**config.mk**
```make
export PLATFORM = sky130hd
export DESIGN_NAME = unidade_controle_flat
export DESIGN_NICKNAME = d
export VERILOG_FILES = /design/src/rtl/unidade_controle_pkg.sv /design/src/rtl/unidade_controle_if.sv /design/src/rtl/unidade_controle_contador.sv /design/src/rtl/unidade_controle.sv /design/src/flat_wrapper.sv
export SDC_FILE = /design/constraint.sdc
export NUM_CORES = 1
export LEC_CHECK = 0
export CAP_MARGIN = 10
export CORE_MARGIN = 3
export CORE_UTILIZATION = 45
export CTS_BUF_LIST = sky130_fd_sc_hd__clkbuf_4
export DETAILED_ROUTE_END_ITERATION = 6
export GPL_ROUTABILITY_DRIVEN = 0
export GPL_TIMING_DRIVEN = 0
export PLACE_DENSITY = 0.68
export SYNTH_ARGS = -nofsm -noshare
export SYNTH_HDL_FRONTEND = slang
export SYNTH_SLANG_ARGS = --single-unit
```
**constraint.sdc**
```tcl
create_clock -name clock -period 2 [get_ports clock]
set_clock_uncertainty 0.05 [all_clocks]
set_input_delay 0.3 -clock clock [delete_from_list [all_inputs] [get_ports clock]]
set_output_delay 0.3 -clock clock [all_outputs]
set_load 0.005 [all_outputs]
```
**src/rtl/unidade_controle_pkg.sv**
```systemverilog
// Shared definitions for the game control unit: state codes shown on the
// display and the width of the per-move timeout timer.
package unidade_controle_pkg;

    localparam int TIMER_WIDTH = 16;

    typedef enum logic [3:0] {
        inicial       = 4'h0,
        preparacao    = 4'h1,
        espera_jogada = 4'h2,
        registra      = 4'h3,
        comparacao    = 4'h4,
        conta_acerto  = 4'h5,
        proximo       = 4'h6,
        incrementa    = 4'h7,
        fim_jogo      = 4'hA,
        esgotado      = 4'hE
    } estado_t;

endpackage

```
**src/rtl/unidade_controle_if.sv**
```systemverilog
// Control/status bundle between unidade_controle (slave side) and whoever
// drives it: the datapath status flags in, the datapath commands out.
interface unidade_controle_if;

    logic       iniciar;
    logic       fimE;
    logic       botaoIgualMemoria;
    logic       jogada_feita;
    logic       zeraA;
    logic       zeraE;
    logic       zeraR;
    logic       registraR;
    logic       contaE;
    logic       contaA;
    logic       pronto;
    logic       timeout;
    logic [3:0] db_estado;

    modport master (
        output iniciar, fimE, botaoIgualMemoria, jogada_feita,
        input  zeraA, zeraE, zeraR, registraR, contaE, contaA,
               pronto, timeout, db_estado
    );

    modport slave (
        input  iniciar, fimE, botaoIgualMemoria, jogada_feita,
        output zeraA, zeraE, zeraR, registraR, contaE, contaA,
               pronto, timeout, db_estado
    );

endinterface

```
**src/rtl/unidade_controle_contador.sv**
```systemverilog
// Modulo-M up counter with synchronous clear; fim flags the last count (M-1).
module contador_m #(
    parameter int M = 16,
    parameter int N = 4
) (
    input  logic clock,
    input  logic zera_s,
    input  logic conta,
    output logic fim
);

    logic [N-1:0] valor;

    always_ff @(posedge clock) begin
        if (zera_s) begin
            valor <= '0;
        end else if (conta) begin
            valor <= (valor == N'(M - 1)) ? '0 : valor + N'(1);
        end
    end

    assign fim = (valor == N'(M - 1));

endmodule

```
**src/rtl/unidade_controle.sv**
```systemverilog
// Moore FSM sequencing one round of the memory game: wait for a press, register
// and compare it, count hits, advance the address, and time out idle players.
module unidade_controle
    import unidade_controle_pkg::*;
#(
    parameter int TIMEOUT_CICLOS = 5000
) (
    input  logic               clock,
    input  logic               reset,
    unidade_controle_if.slave  bus
);

    estado_t estado;
    estado_t proximo_estado;
    logic    zera_tempo;
    logic    tempo_fim;

    always_ff @(posedge clock) begin
        if (reset) begin
            estado <= inicial;
        end else begin
            estado <= proximo_estado;
        end
    end

    // The timer only runs while waiting for a move, so every wait starts at zero.
    assign zera_tempo = reset || (estado != espera_jogada);

    contador_m #(
        .M (TIMEOUT_CICLOS),
        .N (TIMER_WIDTH)
    ) u_timer (
        .clock  (clock),
        .zera_s (zera_tempo),
        .conta  (1'b1),
        .fim    (tempo_fim)
    );

    always_comb begin
        proximo_estado = estado;
        bus.zeraA      = 1'b0;
        bus.zeraE      = 1'b0;
        bus.zeraR      = 1'b0;
        bus.registraR  = 1'b0;
        bus.contaE     = 1'b0;
        bus.contaA     = 1'b0;
        bus.pronto     = 1'b0;
        bus.timeout    = 1'b0;

        case (estado)
            inicial: begin
                if (bus.iniciar) proximo_estado = preparacao;
            end
            preparacao: begin
                bus.zeraA      = 1'b1;
                bus.zeraE      = 1'b1;
                bus.zeraR      = 1'b1;
                proximo_estado = espera_jogada;
            end
            espera_jogada: begin
                // A press on the expiry cycle still counts as a valid move.
                if (bus.jogada_feita)   proximo_estado = registra;
                else if (tempo_fim)     proximo_estado = esgotado;
            end
            registra: begin
                bus.registraR  = 1'b1;
                proximo_estado = comparacao;
            end
            comparacao: begin
                proximo_estado = bus.botaoIgualMemoria ? conta_acerto : proximo;
            end
            conta_acerto: begin
                bus.contaA     = 1'b1;
                proximo_estado = proximo;
            end
            proximo: begin
                proximo_estado = bus.fimE ? fim_jogo : incrementa;
            end
            incrementa: begin
                bus.contaE     = 1'b1;
                proximo_estado = espera_jogada;
            end
            fim_jogo: begin
                bus.pronto = 1'b1;
                if (bus.iniciar) proximo_estado = preparacao;
            end
            esgotado: begin
                bus.pronto  = 1'b1;
                bus.timeout = 1'b1;
                if (bus.iniciar) proximo_estado = preparacao;
            end
            default: begin
                proximo_estado = inicial;
            end
        endcase
    end

    assign bus.db_estado = estado;

endmodule

```
**src/flat_wrapper.sv**
```systemverilog
// flat-port wrapper written by rule: the top's interface ports become plain ports
module unidade_controle_flat import unidade_controle_pkg::*;
#(
    parameter int TIMEOUT_CICLOS = 5000
)
  (clock, reset, bus_iniciar, bus_fimE, bus_botaoIgualMemoria, bus_jogada_feita, bus_zeraA, bus_zeraE, bus_zeraR, bus_registraR, bus_contaE, bus_contaA, bus_pronto, bus_timeout, bus_db_estado);
  unidade_controle_if bus_i ();
  input  logic clock;
  input  logic reset;
  input wire logic [$bits(bus_i.iniciar)-1:0] bus_iniciar;
  input wire logic [$bits(bus_i.fimE)-1:0] bus_fimE;
  input wire logic [$bits(bus_i.botaoIgualMemoria)-1:0] bus_botaoIgualMemoria;
  input wire logic [$bits(bus_i.jogada_feita)-1:0] bus_jogada_feita;
  output wire logic [$bits(bus_i.zeraA)-1:0] bus_zeraA;
  output wire logic [$bits(bus_i.zeraE)-1:0] bus_zeraE;
  output wire logic [$bits(bus_i.zeraR)-1:0] bus_zeraR;
  output wire logic [$bits(bus_i.registraR)-1:0] bus_registraR;
  output wire logic [$bits(bus_i.contaE)-1:0] bus_contaE;
  output wire logic [$bits(bus_i.contaA)-1:0] bus_contaA;
  output wire logic [$bits(bus_i.pronto)-1:0] bus_pronto;
  output wire logic [$bits(bus_i.timeout)-1:0] bus_timeout;
  output wire logic [$bits(bus_i.db_estado)-1:0] bus_db_estado;
  assign bus_i.iniciar = bus_iniciar;
  assign bus_i.fimE = bus_fimE;
  assign bus_i.botaoIgualMemoria = bus_botaoIgualMemoria;
  assign bus_i.jogada_feita = bus_jogada_feita;
  assign bus_zeraA = bus_i.zeraA;
  assign bus_zeraE = bus_i.zeraE;
  assign bus_zeraR = bus_i.zeraR;
  assign bus_registraR = bus_i.registraR;
  assign bus_contaE = bus_i.contaE;
  assign bus_contaA = bus_i.contaA;
  assign bus_pronto = bus_i.pronto;
  assign bus_timeout = bus_i.timeout;
  assign bus_db_estado = bus_i.db_estado;
  unidade_controle #(.TIMEOUT_CICLOS(TIMEOUT_CICLOS)) u_core (.clock(clock), .reset(reset), .bus(bus_i));
endmodule
```
==> run summary <==
DETAILED ROUTING
---------------------------------------------------------------------------------
TritonRoute pass-1 iters                                                        4
Starting DRT DRC Count                                                         13
Routed Antenna Nets                                                             0
Final wirelength                                                          2280 um
Via count                                                                     985
Vias per std cell                                                            5.41
Remaining DRCs                                                                  0
Routed length per instance                                                12.5 um

FINAL LAYOUT
---------------------------------------------------------------------------------
Commonest cells after routing, fill and taps aside                   sky130_fd_sc_hd__nor2_1, sky130_fd_sc_hd__dfxtp_1, sky130_fd_sc_hd__clkdlybuf4s50_1
Layout cells sized above 1                                                  0.195
End-of-flow core utilization                                                0.631
# fillers                                                                     203
Post-route cell area                                                   1420 sq um
Commonest non-fill, non-tap cell in the layout                       sky130_fd_sc_hd__nor2_1
Multi-input combinational cell area                                     662 sq um
Antenna diode count                                                             0
Area growth from synthesis to final layout                                  31.1%
Register Area                                                           412 sq um
Net count reported at finish                                                  162

CTS
---------------------------------------------------------------------------------
Number of hold buffers added after cts                                          0
CTS Buf Count                                                                   3
Deepest clock path buffer count                                                 2
Worst skew pair latency                                                   0.29 ns
Clock tree from TritonCTS                                                    done
Sinks on the clock net                                                         20
Clock root buffer                                                    sky130_fd_sc_hd__clkbuf_4
Clock transition at path regs                                             0.11 ns
H-tree Lvls                                                                     1

STA
---------------------------------------------------------------------------------
Tightest Pin Transition                                                  0.608 ns
Period minus WS final                                                     1.94 ns
Final count of negative-setup-slack endpoints                                   0
Final hold viol count                                                           0
Achievable clock frequency                                              0.516 GHz
Share of the cycle needed by the critical path after routing                0.970
Setup repair after global routing missed its margin                         false
Final Hold Slack                                                         0.422 ns
Max-slew violations                                                             0
Smallest setup slack after layout                                       0.0607 ns
Relative slew slack                                                         0.594

PLACEMENT
---------------------------------------------------------------------------------
Post-Place Worst Slack                                                 -0.0440 ns
Placed cell area                                                       1290 sq um
I/O Buffers                                                                    17
Hpwl dp                                                                   1690 um

HOLD PATH
---------------------------------------------------------------------------------
Worst Hold Class                                                       reg -> reg
Worst hold stages                                                               1
Destination of the worst hold path                                   u_core.u_timer.valor[0]
Start point of the worst min-delay path                              u_core.u_timer.valor[0]

POWER
---------------------------------------------------------------------------------
Total internal power                                                     0.888 mW
Portion of total power attributed to sequential cells                       0.389
Pleak                                                                    0.497 nW
Fraction of power consumed by combinational cells                           0.474
Maximum vdd ir drop                                                    0.000726 V
Overall power consumption                                                 1.37 mW
PwrDens                                                               964 nW/um^2
Clock network fraction of design power                                      0.137
Net switching fraction of the power                                         0.352
Switching power                                                          0.483 mW

WORST SETUP PATH
---------------------------------------------------------------------------------
Launch point of the worst path                                       u_core.bus.db_estado[3]
Capture point of the worst reg-to-reg path                           u_core.u_timer.valor[4]
Max incr delay on CP                                                      0.52 ns
Maximum net fanout on the critical path                                        10
Crit-path slowest cell                                               sky130_fd_sc_hd__clkdlybuf4s50_1
Reg2Reg Depth                                                                   6
Largest delay contributor family on the critical path                buffers and inverters
Number of buffer and inverter instances along the worst setup path              2
Worst reg2reg startpoint                                             u_core.u_timer.valor[13]
Nature of the critical path startpoint                                  flip-flop
Register-to-register setup slack                                          0.13 ns
Required time reported for the critical path endpoint                     1.65 ns
CP Cell Sequence                                                     clkbuf_8 -> nand2b_4 -> nor3_1 -> clkdlybuf4s50_1
Crit. End Element                                                      output pin
Arrival @ worst endpoint                                                  1.59 ns
Category of the most critical setup path                               reg -> out

GLOBAL ROUTING
---------------------------------------------------------------------------------
Via count of the first global-routing pass                                    881
Total gr overflow                                                               0
Wire length of the first global-routing pass                              3620 um
Largest net degree at the start of global routing                              12
Antenna violations before repair                                                0
GR Util All Layers                                                          0.165

FLOORPLANNING
---------------------------------------------------------------------------------
Initial standard-cell utilization of the core                               0.481
IO Count                                                                       18
Die footprint                                                          3040 sq um
Floorplan die height                                                      55.1 um
X dimension of the die                                                    55.1 um
Number of standard-cell rows in the floorplan                                  17
Placeable core region                                                  2250 sq um

SYNTHESIS
---------------------------------------------------------------------------------
Area of the mapped netlist                                             1080 sq um
Number of synthesized register bits                                            20
Total of warnings raised by yosys                                               0
Mean instance size in the synthesized netlist                          8.28 sq um
Cell count after synthesis                                                    131
Unique masters post-synth                                                      36
Synth Net Count                                                               138
Proportion of synthesized chip area in sequential cells                     0.369

RUN
---------------------------------------------------------------------------------
Number of violations of the max-capacitance limit                               0

OUTCOME
---------------------------------------------------------------------------------
Outcome                                                                 completed

## routing by layer
| metal | vias to the layer above | share of wire | global-route usage |
|---|---|---|---|
| met1 | 454 | 0.43 | 0.176 |
| met2 | 23 | 0.50 | 0.321 |
| met3 | 4 | 0.060 | 0.0241 |
| met4 | 0 | 0.011 | 0.0607 |
| li1 | 504 | - | - |
| met5 | - | 0 | 0 |
## Yosys cell counts (all sizes together)
cell type	instances	share of area
o21bai	1	0.0069
and3	1	0.0058
a221oi	1	0.014
nand3	8	0.046
and2	1	0.0058
dfxtp	20	0.37
xnor2	10	0.081
a211oi	1	0.0069
o21ai	5	0.023
nand2	4	0.014
nor2b	1	0.0058
nand2b	6	0.035
a21oi	5	0.023
or3	2	0.012
nor2	23	0.080
and4	1	0.0081
mux2i	1	0.0092
o221ai	1	0.0081
nor3b	1	0.0069
o32ai	1	0.0081
nor4	4	0.029
nand4	2	0.012
ha	1	0.012
a211o	1	0.0081
inv	7	0.024
nor3	6	0.028
xor2	2	0.016
or4	2	0.017
or4b	4	0.037
clkbuf	3	0.010
or2	1	0.0058
buf	4	0.035
## registers in the layout, indices dropped and copies added, names as in the netlist
register              cells
u_core.u_timer.valor     16
u_core.bus.db_estado      4
## worst max-delay path by stage
stage                                     endpoint  slack [ns]  cells past startpoint
after floorplan           u_core.u_timer.valor[11]        0.14                      7
after global placement                   bus_zeraR       -0.03                      5
after detailed placement   u_core.u_timer.valor[4]       -0.04                      7
after CTS                  u_core.u_timer.valor[4]        0.02                      7
after global routing                    bus_contaA      0.0008                      4
final                                   bus_contaA        0.06                      4
## logic make-up after synthesis
kind of cell / share of synthesized area
xor gates and xnor gates: 0.0969
DFF: 0.369
AOI/OAI and AO/OA: 0.0980
muxes: 0.00923
adders and majority gates: 0.0115
buffers and inverters: 0.0692
and+or+nand+nor: 0.346
## per-stage QoR
stage	cells	setup TNS [ns]
after CTS	180	0
after detailed placement	176	-0.452
final	182	0
after global placement	176	-0.187
after floorplan	131	0
after global routing	182	0
## timing repair
action | CTS | global route
gates resized for setup | 20 | 7
pin swaps | 0 | 1
endpoints found under the hold margin | 0 | 0
endpoints found under the setup margin | 19 | 14
buffers inserted | 1 | 2
## worst reg2reg max path: stages (launching register included)
cell and delay [ns]:
sky130_fd_sc_hd__dfxtp_1 0.36, sky130_fd_sc_hd__or4b_1 0.58, sky130_fd_sc_hd__nor4_4 0.31, sky130_fd_sc_hd__or4b_4 0.18, sky130_fd_sc_hd__buf_6 0.12, sky130_fd_sc_hd__buf_6 0.14, sky130_fd_sc_hd__nor2_1 0.05
## power by group through the flow
stage	Sequential, mW	Combinational (mW)	Clock, mW
after CTS	0.543	0.599	0.200
after floorplan	0.491	0.353	0
after global routing	0.541	0.718	0.218
after global placement	0.501	0.569	0
after detailed placement	0.502	0.580	0
final	0.533	0.650	0.188
## cell type report
class / instances / area share
Multi-Input combinational cell: 97 / 0.465
Sequential cell: 20 / 0.289
Timing Repair Buffer: 20 / 0.138
Tap cell: 28 / 0.0246
Clock inverter: 1 / 0.00264
Buffer: 6 / 0.0457
Inverter: 7 / 0.0185
Clock buffer: 3 / 0.0158
Power figures use the tool's default switching activity.
